==> config.mk <==
export PLATFORM = sky130hd
export DESIGN_NAME = nes_poll_scheduler
export DESIGN_NICKNAME = d
export VERILOG_FILES = /design/src/rtl/nes_poll_scheduler.sv
export SDC_FILE = /design/constraint.sdc
export NUM_CORES = 1
export LEC_CHECK = 0
export CAP_MARGIN = 10
export CORE_MARGIN = 3
export CORE_UTILIZATION = 51
export DETAILED_ROUTE_END_ITERATION = 8
export PLACE_DENSITY_LB_ADDON = 0.05
export SLEW_MARGIN = 20
export SYNTH_ARGS = -nofsm -noshare
export SYNTH_HDL_FRONTEND = slang
export SYNTH_SLANG_ARGS = --single-unit
==> constraint.sdc <==
create_clock -name clk -period 2 [get_ports clk]
set_input_delay 0.3 -clock clk [delete_from_list [all_inputs] [get_ports clk]]
set_output_delay 0.3 -clock clk [all_outputs]
set_load 0.005 [all_outputs]
==> src/rtl/nes_poll_scheduler.sv <==
// ---------------------------------------------------------------------------
// nes_poll_scheduler
//
// Purpose
//   Polls two NES controllers that share one latch line and one serial clock.
//   A poll is a LATCH_CYC-cycle latch pulse followed by 7 sclk pulses. Each
//   pulse is HALF_CYC cycles high and HALF_CYC cycles low. The eight serial
//   bits per port are collected in a shift register. They are published
//   inverted (pressed = 1) on buttons0/buttons1 in a single DONE cycle,
//   together with a one-cycle valid strobe.
//   Polls start from a free-running timer (POLL_HZ, while enable=1) or from
//   a manual start pulse.
//
// Parameters
//   CLK_FREQ  system clock in Hz
//   POLL_HZ   automatic poll rate in Hz
//   LATCH_US  latch width in microseconds (sclk half-period = LATCH_US/2)
//
// Ports
//   clk                 system clock, rising edge
//   reset               asynchronous, active-low reset
//   enable              1 = periodic polling timer runs, 0 = timer held at 0
//   start               one-cycle manual poll request
//   sdata0/sdata1       serial data from controller ports 0/1 (low = pressed)
//   latch               shared latch to both controllers
//   sclk                shared serial clock to both controllers
//   state[1:0]          FSM state: IDLE=00, LATCH=01, CAPTURE=11, DONE=10
//   buttons0/buttons1   pressed = 1; bit7=A,6=B,5=SELECT,4=START,
//                       3=UP,2=DOWN,1=LEFT,0=RIGHT
//   valid               one-cycle pulse when buttons0/1 update
//   busy                1 whenever state != IDLE
//   press0/press1       only with NES_PRESS_EVENT_EN defined. They carry
//                       new & ~old buttons during the valid cycle and are
//                       0 at all other times.
//
// Handshake
//   start and the internal timer tick are fire-and-forget requests with no
//   ready. A request that arrives while a poll is in progress sets a single
//   pending flag, so any number of requests folds into one follow-up poll.
//   valid is a one-cycle strobe with no backpressure. buttons0/1 only change
//   in that cycle.
//
// Configuration macro: NES_PRESS_EVENT_EN (adds press0/press1 outputs)
// ---------------------------------------------------------------------------
module nes_poll_scheduler #(
  parameter int CLK_FREQ = 12000000,
  parameter int POLL_HZ  = 60,
  parameter int LATCH_US = 12
) (
  input  logic       clk,
  input  logic       reset,
  input  logic       enable,
  input  logic       start,
  input  logic       sdata0,
  input  logic       sdata1,
  output logic       latch,
  output logic       sclk,
  output logic [1:0] state,
  output logic [7:0] buttons0,
  output logic [7:0] buttons1,
  output logic       valid,
  output logic       busy
`ifdef NES_PRESS_EVENT_EN
  ,
  output logic [7:0] press0,
  output logic [7:0] press1
`endif
);

  localparam int LATCH_CYC = (CLK_FREQ / 1000000) * LATCH_US;
  localparam int HALF_CYC  = LATCH_CYC / 2;
  localparam int POLL_CYC  = CLK_FREQ / POLL_HZ;

  // A single counter times both the latch pulse and each sclk period.
  // 2*HALF_CYC never exceeds LATCH_CYC, so one width covers both uses.
  localparam int CNT_W = $clog2(LATCH_CYC + 1);
  localparam int TMR_W = $clog2(POLL_CYC + 1);

  localparam logic [CNT_W-1:0] LATCH_LAST = CNT_W'(LATCH_CYC - 1);
  localparam logic [CNT_W-1:0] HALF_LAST  = CNT_W'(HALF_CYC - 1);
  localparam logic [CNT_W-1:0] PULSE_LAST = CNT_W'(2 * HALF_CYC - 1);
  localparam logic [TMR_W-1:0] TMR_LAST   = TMR_W'(POLL_CYC - 1);
  localparam logic [2:0]       LAST_PULSE = 3'd6;

  typedef enum logic [1:0] {
    ST_IDLE    = 2'b00,
    ST_LATCH   = 2'b01,
    ST_CAPTURE = 2'b11,
    ST_DONE    = 2'b10
  } state_t;

  state_t           state_q, state_d;
  logic [CNT_W-1:0] cnt_q, cnt_d;
  logic [2:0]       pulse_q, pulse_d;
  logic [TMR_W-1:0] tmr_q, tmr_d;
  logic             pending_q, pending_d;
  logic [7:0]       sh0_q, sh0_d;
  logic [7:0]       sh1_q, sh1_d;
  logic [7:0]       buttons0_q, buttons0_d;
  logic [7:0]       buttons1_q, buttons1_d;
  logic             valid_q, valid_d;
`ifdef NES_PRESS_EVENT_EN
  logic [7:0]       press0_q, press0_d;
  logic [7:0]       press1_q, press1_d;
`endif

  logic tick;
  logic poll_req;

  // -------------------------------------------------------------------------
  // Poll timer: wraps every POLL_CYC cycles while enabled and ticks on the
  // wrap cycle. Dropping enable parks it at 0, so re-enabling always gives
  // a full period before the first tick.
  // -------------------------------------------------------------------------
  always_comb begin
    tick = enable && (tmr_q == TMR_LAST);
    if (!enable || tick) begin
      tmr_d = '0;
    end else begin
      tmr_d = tmr_q + TMR_W'(1);
    end
  end

  assign poll_req = start | tick;

  // -------------------------------------------------------------------------
  // Poll FSM: next state, counters, sampling and output loads
  // -------------------------------------------------------------------------
  always_comb begin
    state_d    = state_q;
    cnt_d      = cnt_q;
    pulse_d    = pulse_q;
    pending_d  = pending_q;
    sh0_d      = sh0_q;
    sh1_d      = sh1_q;
    buttons0_d = buttons0_q;
    buttons1_d = buttons1_q;
    valid_d    = 1'b0;
`ifdef NES_PRESS_EVENT_EN
    press0_d   = 8'h00;
    press1_d   = 8'h00;
`endif

    // A request that arrives while busy is remembered as one follow-up poll.
    if ((state_q != ST_IDLE) && poll_req) begin
      pending_d = 1'b1;
    end

    case (state_q)
      ST_IDLE: begin
        // start and tick in the same cycle fall into this one branch and
        // produce a single poll. Nothing is left pending.
        if (poll_req || pending_q) begin
          state_d   = ST_LATCH;
          cnt_d     = '0;
          pending_d = 1'b0;
        end
      end

      ST_LATCH: begin
        if (cnt_q == LATCH_LAST) begin
          // Button A is on the data line while latch is still high.
          sh0_d   = {sh0_q[6:0], sdata0};
          sh1_d   = {sh1_q[6:0], sdata1};
          cnt_d   = '0;
          pulse_d = '0;
          state_d = ST_CAPTURE;
        end else begin
          cnt_d = cnt_q + CNT_W'(1);
        end
      end

      ST_CAPTURE: begin
        // Sample on the last high cycle. The controller shifted on the
        // rising edge, so the data has had the whole high phase to settle.
        if (cnt_q == HALF_LAST) begin
          sh0_d = {sh0_q[6:0], sdata0};
          sh1_d = {sh1_q[6:0], sdata1};
        end
        if (cnt_q == PULSE_LAST) begin
          cnt_d = '0;
          if (pulse_q == LAST_PULSE) begin
            // All 8 bits have been in the shift register since the last
            // high phase. Publish them in one step so no partial value
            // ever appears on the outputs.
            state_d    = ST_DONE;
            buttons0_d = ~sh0_q;
            buttons1_d = ~sh1_q;
            valid_d    = 1'b1;
`ifdef NES_PRESS_EVENT_EN
            press0_d   = ~sh0_q & ~buttons0_q;
            press1_d   = ~sh1_q & ~buttons1_q;
`endif
          end else begin
            pulse_d = pulse_q + 3'd1;
          end
        end else begin
          cnt_d = cnt_q + CNT_W'(1);
        end
      end

      ST_DONE: begin
        state_d = ST_IDLE;
      end

      default: begin
        state_d = ST_IDLE;
      end
    endcase
  end

  // -------------------------------------------------------------------------
  // State registers. An asynchronous reset aborts any poll at once and also
  // drops the pending flag, so the first poll after release needs a fresh
  // request.
  // -------------------------------------------------------------------------
  always_ff @(posedge clk or negedge reset) begin
    if (!reset) begin
      state_q    <= ST_IDLE;
      cnt_q      <= '0;
      pulse_q    <= '0;
      tmr_q      <= '0;
      pending_q  <= 1'b0;
      sh0_q      <= 8'h00;
      sh1_q      <= 8'h00;
      buttons0_q <= 8'h00;
      buttons1_q <= 8'h00;
      valid_q    <= 1'b0;
`ifdef NES_PRESS_EVENT_EN
      press0_q   <= 8'h00;
      press1_q   <= 8'h00;
`endif
    end else begin
      state_q    <= state_d;
      cnt_q      <= cnt_d;
      pulse_q    <= pulse_d;
      tmr_q      <= tmr_d;
      pending_q  <= pending_d;
      sh0_q      <= sh0_d;
      sh1_q      <= sh1_d;
      buttons0_q <= buttons0_d;
      buttons1_q <= buttons1_d;
      valid_q    <= valid_d;
`ifdef NES_PRESS_EVENT_EN
      press0_q   <= press0_d;
      press1_q   <= press1_d;
`endif
    end
  end

  // -------------------------------------------------------------------------
  // Outputs. latch and sclk are decoded from the state register, so they
  // fall in the same cycle that reset is asserted. They also come from
  // disjoint states, so they can never be high together.
  // -------------------------------------------------------------------------
  assign latch    = (state_q == ST_LATCH);
  assign sclk     = (state_q == ST_CAPTURE) && (cnt_q <= HALF_LAST);
  assign state    = state_q;
  assign busy     = (state_q != ST_IDLE);
  assign valid    = valid_q;
  assign buttons0 = buttons0_q;
  assign buttons1 = buttons1_q;
`ifdef NES_PRESS_EVENT_EN
  assign press0   = press0_q;
  assign press1   = press1_q;
`endif

endmodule

# Yosys cells after proc, flatten, opt, wreduce, memory -nomap -nowiden
# Index checks and enable logic that the tools add are counted.
dict set report op_classes {
  n_addsub 3
  magnitude_cmp 1
  eq_ne 13
  muxes 25
  n_bitwise 3
  reduce_logical 16
}
# op count
set ops {}
lappend ops {{8-bit two-way mux} 6}
lappend ops {{8-bit one-hot mux with 2 select lines} 3}
lappend ops {{18-bit by 1-bit adder with 18-bit output, second input constant} 1}
lappend ops {{18-bit == test, second input constant} 1}
lappend ops {{18-bit two-way mux} 1}
lappend ops {{8-bit NOT} 2}
lappend ops {{2-bit != test, second input constant} 5}
lappend ops {{3-bit two-way mux} 3}
lappend ops {{8-bit by 1-bit adder with 8-bit output, second input constant} 1}
lappend ops {{8-bit by 7-bit == test with 1-bit output, second input constant} 1}
lappend ops {{8-bit == test, second input constant} 1}
lappend ops {{8-bit by 7-bit <= comparator with 1-bit output, second input constant} 1}
lappend ops {{2-bit two-way mux} 4}
lappend ops {{2-bit one-hot mux with 4 select lines} 1}
lappend ops {{4-bit AND reduction} 2}
lappend ops {{1-bit two-way mux} 6}
lappend ops {{3-bit one-hot mux with 2 select lines} 1}
lappend ops {{3-bit AND reduction} 2}
lappend ops {{2-bit nonzero test} 3}
lappend ops {{2-bit == test, second input constant} 2}
lappend ops {{3-bit by 1-bit adder with 3-bit output, second input constant} 1}
lappend ops {{3-bit == test, second input constant} 1}
lappend ops {{1-bit logical AND} 3}
lappend ops {{2-bit by 1-bit == test with 1-bit output, second input constant} 1}
lappend ops {{7 further kinds} 8}
dict set report totals {
  ff_bits 65
  out_inout_bits 22
  word_cells 71
}

# Depth between registers and ports, before layout
dict set report logic_depth {
  word_depth 7
  mapped_depth 8
  ltp_nobuf 6
}

# Least setup slack after synthesis
# OpenSTA, ideal clock, no wires.
dict set report synth_timing {
  kind {flip-flop to flip-flop}
  from {register cnt_q[4]}
  to {register buttons0_q[6] (netlist: buttons0[6])}
  setup_ns 0.118
  arrival_time_ns 1.861
  required_time_ns 1.882
  setup_slack_ns 0.021
  stages_incl_launch_ff 7
  n_path_buf 2
  period_less_slack_ns 1.979
  cell_sequence {dfrtp_1 > or4b_4 > or4_4 > buf_6 > buf_6 > nand2_2 > o21ai_2}
}
dict set report synth_via {
  elab_chain_len 2
}
# item line_no
set synth_lines {}
lappend synth_lines {{start, declared} 93} ;# logic [CNT_W-1:0] cnt_q, cnt_d;
lappend synth_lines {{start signal, assigned} 235} ;# cnt_q <= cnt_d;
lappend synth_lines {{8-bit == test} 180} ;# if (cnt_q == PULSE_LAST) begin
lappend synth_lines {{3-bit AND reduction (no source line)} --}
lappend synth_lines {{end signal, assigned} 241} ;# buttons0_q <= buttons0_d;
lappend synth_lines {{end, declared} 99} ;# logic [7:0] buttons0_q, buttons0_d;
# No other way between the ends.
# A chain may end at the register's enable or synchronous reset.

# Worst setup path in the final report
dict set report layout_timing {
  from {register cnt_q[4]}
  to {register buttons1_q[4] (netlist: buttons1[4])}
}
dict set report layout_via {
  elab_chain_len 2
}
# item line_no
set layout_lines {}
lappend layout_lines {{8-bit == test} 180}
lappend layout_lines {{3-bit AND reduction (no source line)} --}
lappend layout_lines {{end signal, assigned} 242} ;# buttons1_q <= buttons1_d;
lappend layout_lines {{end, declared} 100} ;# logic [7:0] buttons1_q, buttons1_d;
# No other way between the ends.

==> qor.yml <==
clock_network:
  cts.sinks: 65
  path_clk_slew_ns: 0.08
  htreeDepth: 3
  root_buffer: "clkbuf_8"
  cts_setup_buffers: 0
  cts_tree: "built"
  clockBufferDepth: 2
  insertion_delay_ns: 0.33
  cts_made_buffers: 9
worst_setup_path:
  worstPathRequired_ns: 2.22
  worstSetupPathType: "register to register"
  critPathCapture: "buttons1[4]"
  crit_arrival_ns: 2.16
  cp-start-kind: "register"
  path_delay_family: "simple AND/OR/NAND/NOR gates"
  cp.depth: 5
  cp_max_fo: 33
  crit_path_top_delay_cell: "or4b_4"
  r2r-start: "cnt_q[4]"
  r2r_end: "buttons1[4]"
  cp-startpoint: "cnt_q[4]"
  worstSetupEndpointType: "register"
  cpPeakStageDelay_ns: 0.55
  cp_num_buf_inv: 1
  r2r_slack_ns: 0.06
  reg2reg_depth: 5
  crit_chain: "or4b_4 -> or4_4 -> buf_12 -> nand2_1 -> o21ai_2"
sta:
  clock_skew_ns: 0.00627
  setup_viol: 0
  tightest_slew_ns: 0.437
  fmax_ghz: 0.515
  fin_crit_sh: 0.971
  relSlewSlack: 0.705
  setup_tns_ns: 0
  min_period_ns: 1.94
  rsz0062_at_grt: "no"
  finalMaxSlewViolations: 0
  hold_viol_final: 0
floorplan:
  start_util: 0.539
  chipWidth_um: 83.2
  core_area_um2: 5640
  die_y_um: 83.2
  io_pins: 28
  die_area_um2: 6930
  rows: 27
synthesis:
  synth_edf_count: 0
  synth.distinct_cells: 43
  yosys_warnings: 0
  synth-seq-cells: 65
  synthCells: 283
  synth_ff_type: "dfrtp_1"
  yosys-top-cells-count: "65 x dfrtp_1, 34 x nand2_1, 19 x nor2_1"
  synth.most_common_cell: "dfrtp_1"
  synth_top_area_frac: 0.535
  syn_area_um2: 3040
  synthArstFlopShare: 1.00
  yosysTopAreaCell: "dfrtp_1"
  synth_seq_area_share: 0.535
  synth_nets: 293
  syn_area_per_cell_um2: 10.7
  synth.area.top_cells: "dfrtp_1 53%, mux2_2 5.9%, o21ai_2 4.6%, nand2_1 4.2%, nand3_1 3.0%"
detailed_routing:
  drt_iter0_drc: 70
  wl_mm: 5.61
  wl_per_cell_um: 13.9
  ant_nets: 0
  drtPass1Iterations: 4
  avgViaCountPerCell: 5.51
  route.detailed.drc: 0
  vias: 2232
pwr:
  seqPwrFrac: 0.479
  pwr_density_cell_nw_per_um2: 876
  power_frac_clock: 0.343
  switching_power_uw: 929
  pwr-share-comb: 0.178
  peakVddDrop_mv: 0.527
  power_leakage_uw: 0.00160
  swShare: 0.287
  p_int_uw: 2310
cells_and_area:
  fin_area_um2: 3690
  syn_to_final_growth_pct: 21.5
  finalNonFillerCells: 405
  diodes: 0
  final_nets: 338
  drive_gt1_frac: 0.225
flow_run:
  cap_violations: 0
place:
  portBuffers: 27
  hpwl_mm: 3.80
  postPlaceCellArea_um2: 3470
  dp.cells: 388
  globalplace.congestion: 0.824
global_route:
  grt_first_pass_wirelength_mm: 10.1
  grt_pass1_vias: 2145
  antenna_found_initial: 0
  overflow: 0
  grtUsageTotal: 0.180
  grt_max_degree: 66
run_status:
  status: "finished, final reports clean"
min_path:
  min_path_type: "register to register"
## cells in the final DEF (no fill, tap or decap), types with 3 or more instances in the layout
cell type,instances
inv_1,7
xor2_1,5
o21ai_0,11
clkbuf_8,9
nand2_2,3
and3_1,5
nor4_1,3
mux2_2,16
nor2_1,19
or3_1,8
xnor2_1,8
clkinvlp_4,3
dfrtp_1,65
o21ai_2,16
nand3_1,18
clkdlybuf4s50_1,24
nand2_1,34
nor3_1,4
nor4b_1,3
nand4_1,6
a21oi_1,6
o22ai_1,3
ha_1,4
buf_4,13
## worst register-to-register path, cell delays in order, from the launching register on
cell	delay (ns)
dfrtp_1	0.39
or4b_4	0.55
or4_4	0.54
buf_12	0.19
nand2_1	0.10
o21ai_2	0.06
## area by class of cell
| class | count | area (um2) |
|---|---|---|
| Clock buffer | 9 | 124 |
| Multi-Input combinational cell | 200 | 1310 |
| Clock inverter | 7 | 78.8 |
| Inverter | 7 | 26.3 |
| Tap cell | 72 | 90.1 |
| Sequential cell | 65 | 1630 |
| Timing Repair Buffer | 45 | 437 |
| Fill cell | 463 | 1950 |
## per-stage QoR
step | setup slack (ns) | power (uW) | hold slack, ns | util
6_report | 0.0585 | 3240 | 0.466 | 0.655
5_1_grt | 0.00448 | 3420 | 0.483 | 0.655
4_1_cts | 0.0223 | 3270 | 0.469 | 0.653
3_5_place_dp | 0.0702 | 2150 | 0.346 | 0.615
3_3_place_gp | 0.0904 | 2130 | 0.342 | 0.615
2_1_floorplan | 0.0208 | 1910 | 0.00441 | -
## layer usage
layer,global-route usage,share of wire
met4,0.0847,0.017
met3,0.0427,0.039
met1,0.248,0.48
met5,0,0
met2,0.268,0.46
## registers in the layout (all words and copies together) (netlist names)
name,flops
buttons0,8
buttons1,8
cnt_q,8
pending_q,1
pulse_q,3
sh0_q,8
sh1_q,8
state,2
tmr_q,18
valid,1
## power groups by stage
stage / registers, uW / clock network, uW / logic [uW]
floorplan: 1570 / 0 / 340
global placement: 1570 / 0 / 559
detailed placement: 1580 / 0 / 570
CTS: 1550 / 1140 / 578
global route: 1570 / 1210 / 644
finish: 1550 / 1110 / 576
## logic make-up (layout without fill, tap and decap cells)
kind of cell / after synthesis / in the layout / synth area share
AO/OA/AOI/OAI: 51 / 51 / 0.118
buffers and inverters: 18 / 68 / 0.0354
flip-flops: 65 / 65 / 0.535
XOR/XNOR: 13 / 13 / 0.0374
multiplexers: 16 / 16 / 0.0592
adder cells (fa/ha/maj): 4 / 4 / 0.0165
AND/OR/NAND/NOR: 116 / 116 / 0.199
## what timing repair did
| item | CTS | global route |
|---|---|---|
| hold buffers | 1 | 0 |
| hold endpoints to repair | 65 | 0 |
| cloned | 0 | 0 |
| gates resized for setup | 2 | 3 |
| endpoints found under the setup margin | 1 | 1 |
## worst min-delay path by stage
stage              from           to  slack, ns  depth (start not counted)
2_1_floorplan     reset  buttons0[0]      0.004                          0
3_3_place_gp      reset  buttons1[0]       0.34                          2
3_5_place_dp      reset  buttons1[2]       0.35                          2
4_1_cts        sh1_q[7]  buttons1[7]       0.47                          1
5_1_grt        sh1_q[7]  buttons1[7]       0.48                          1
6_report       sh0_q[4]  buttons0[4]       0.47                          1
No activity file was read; power rests on OpenSTA's default activity.
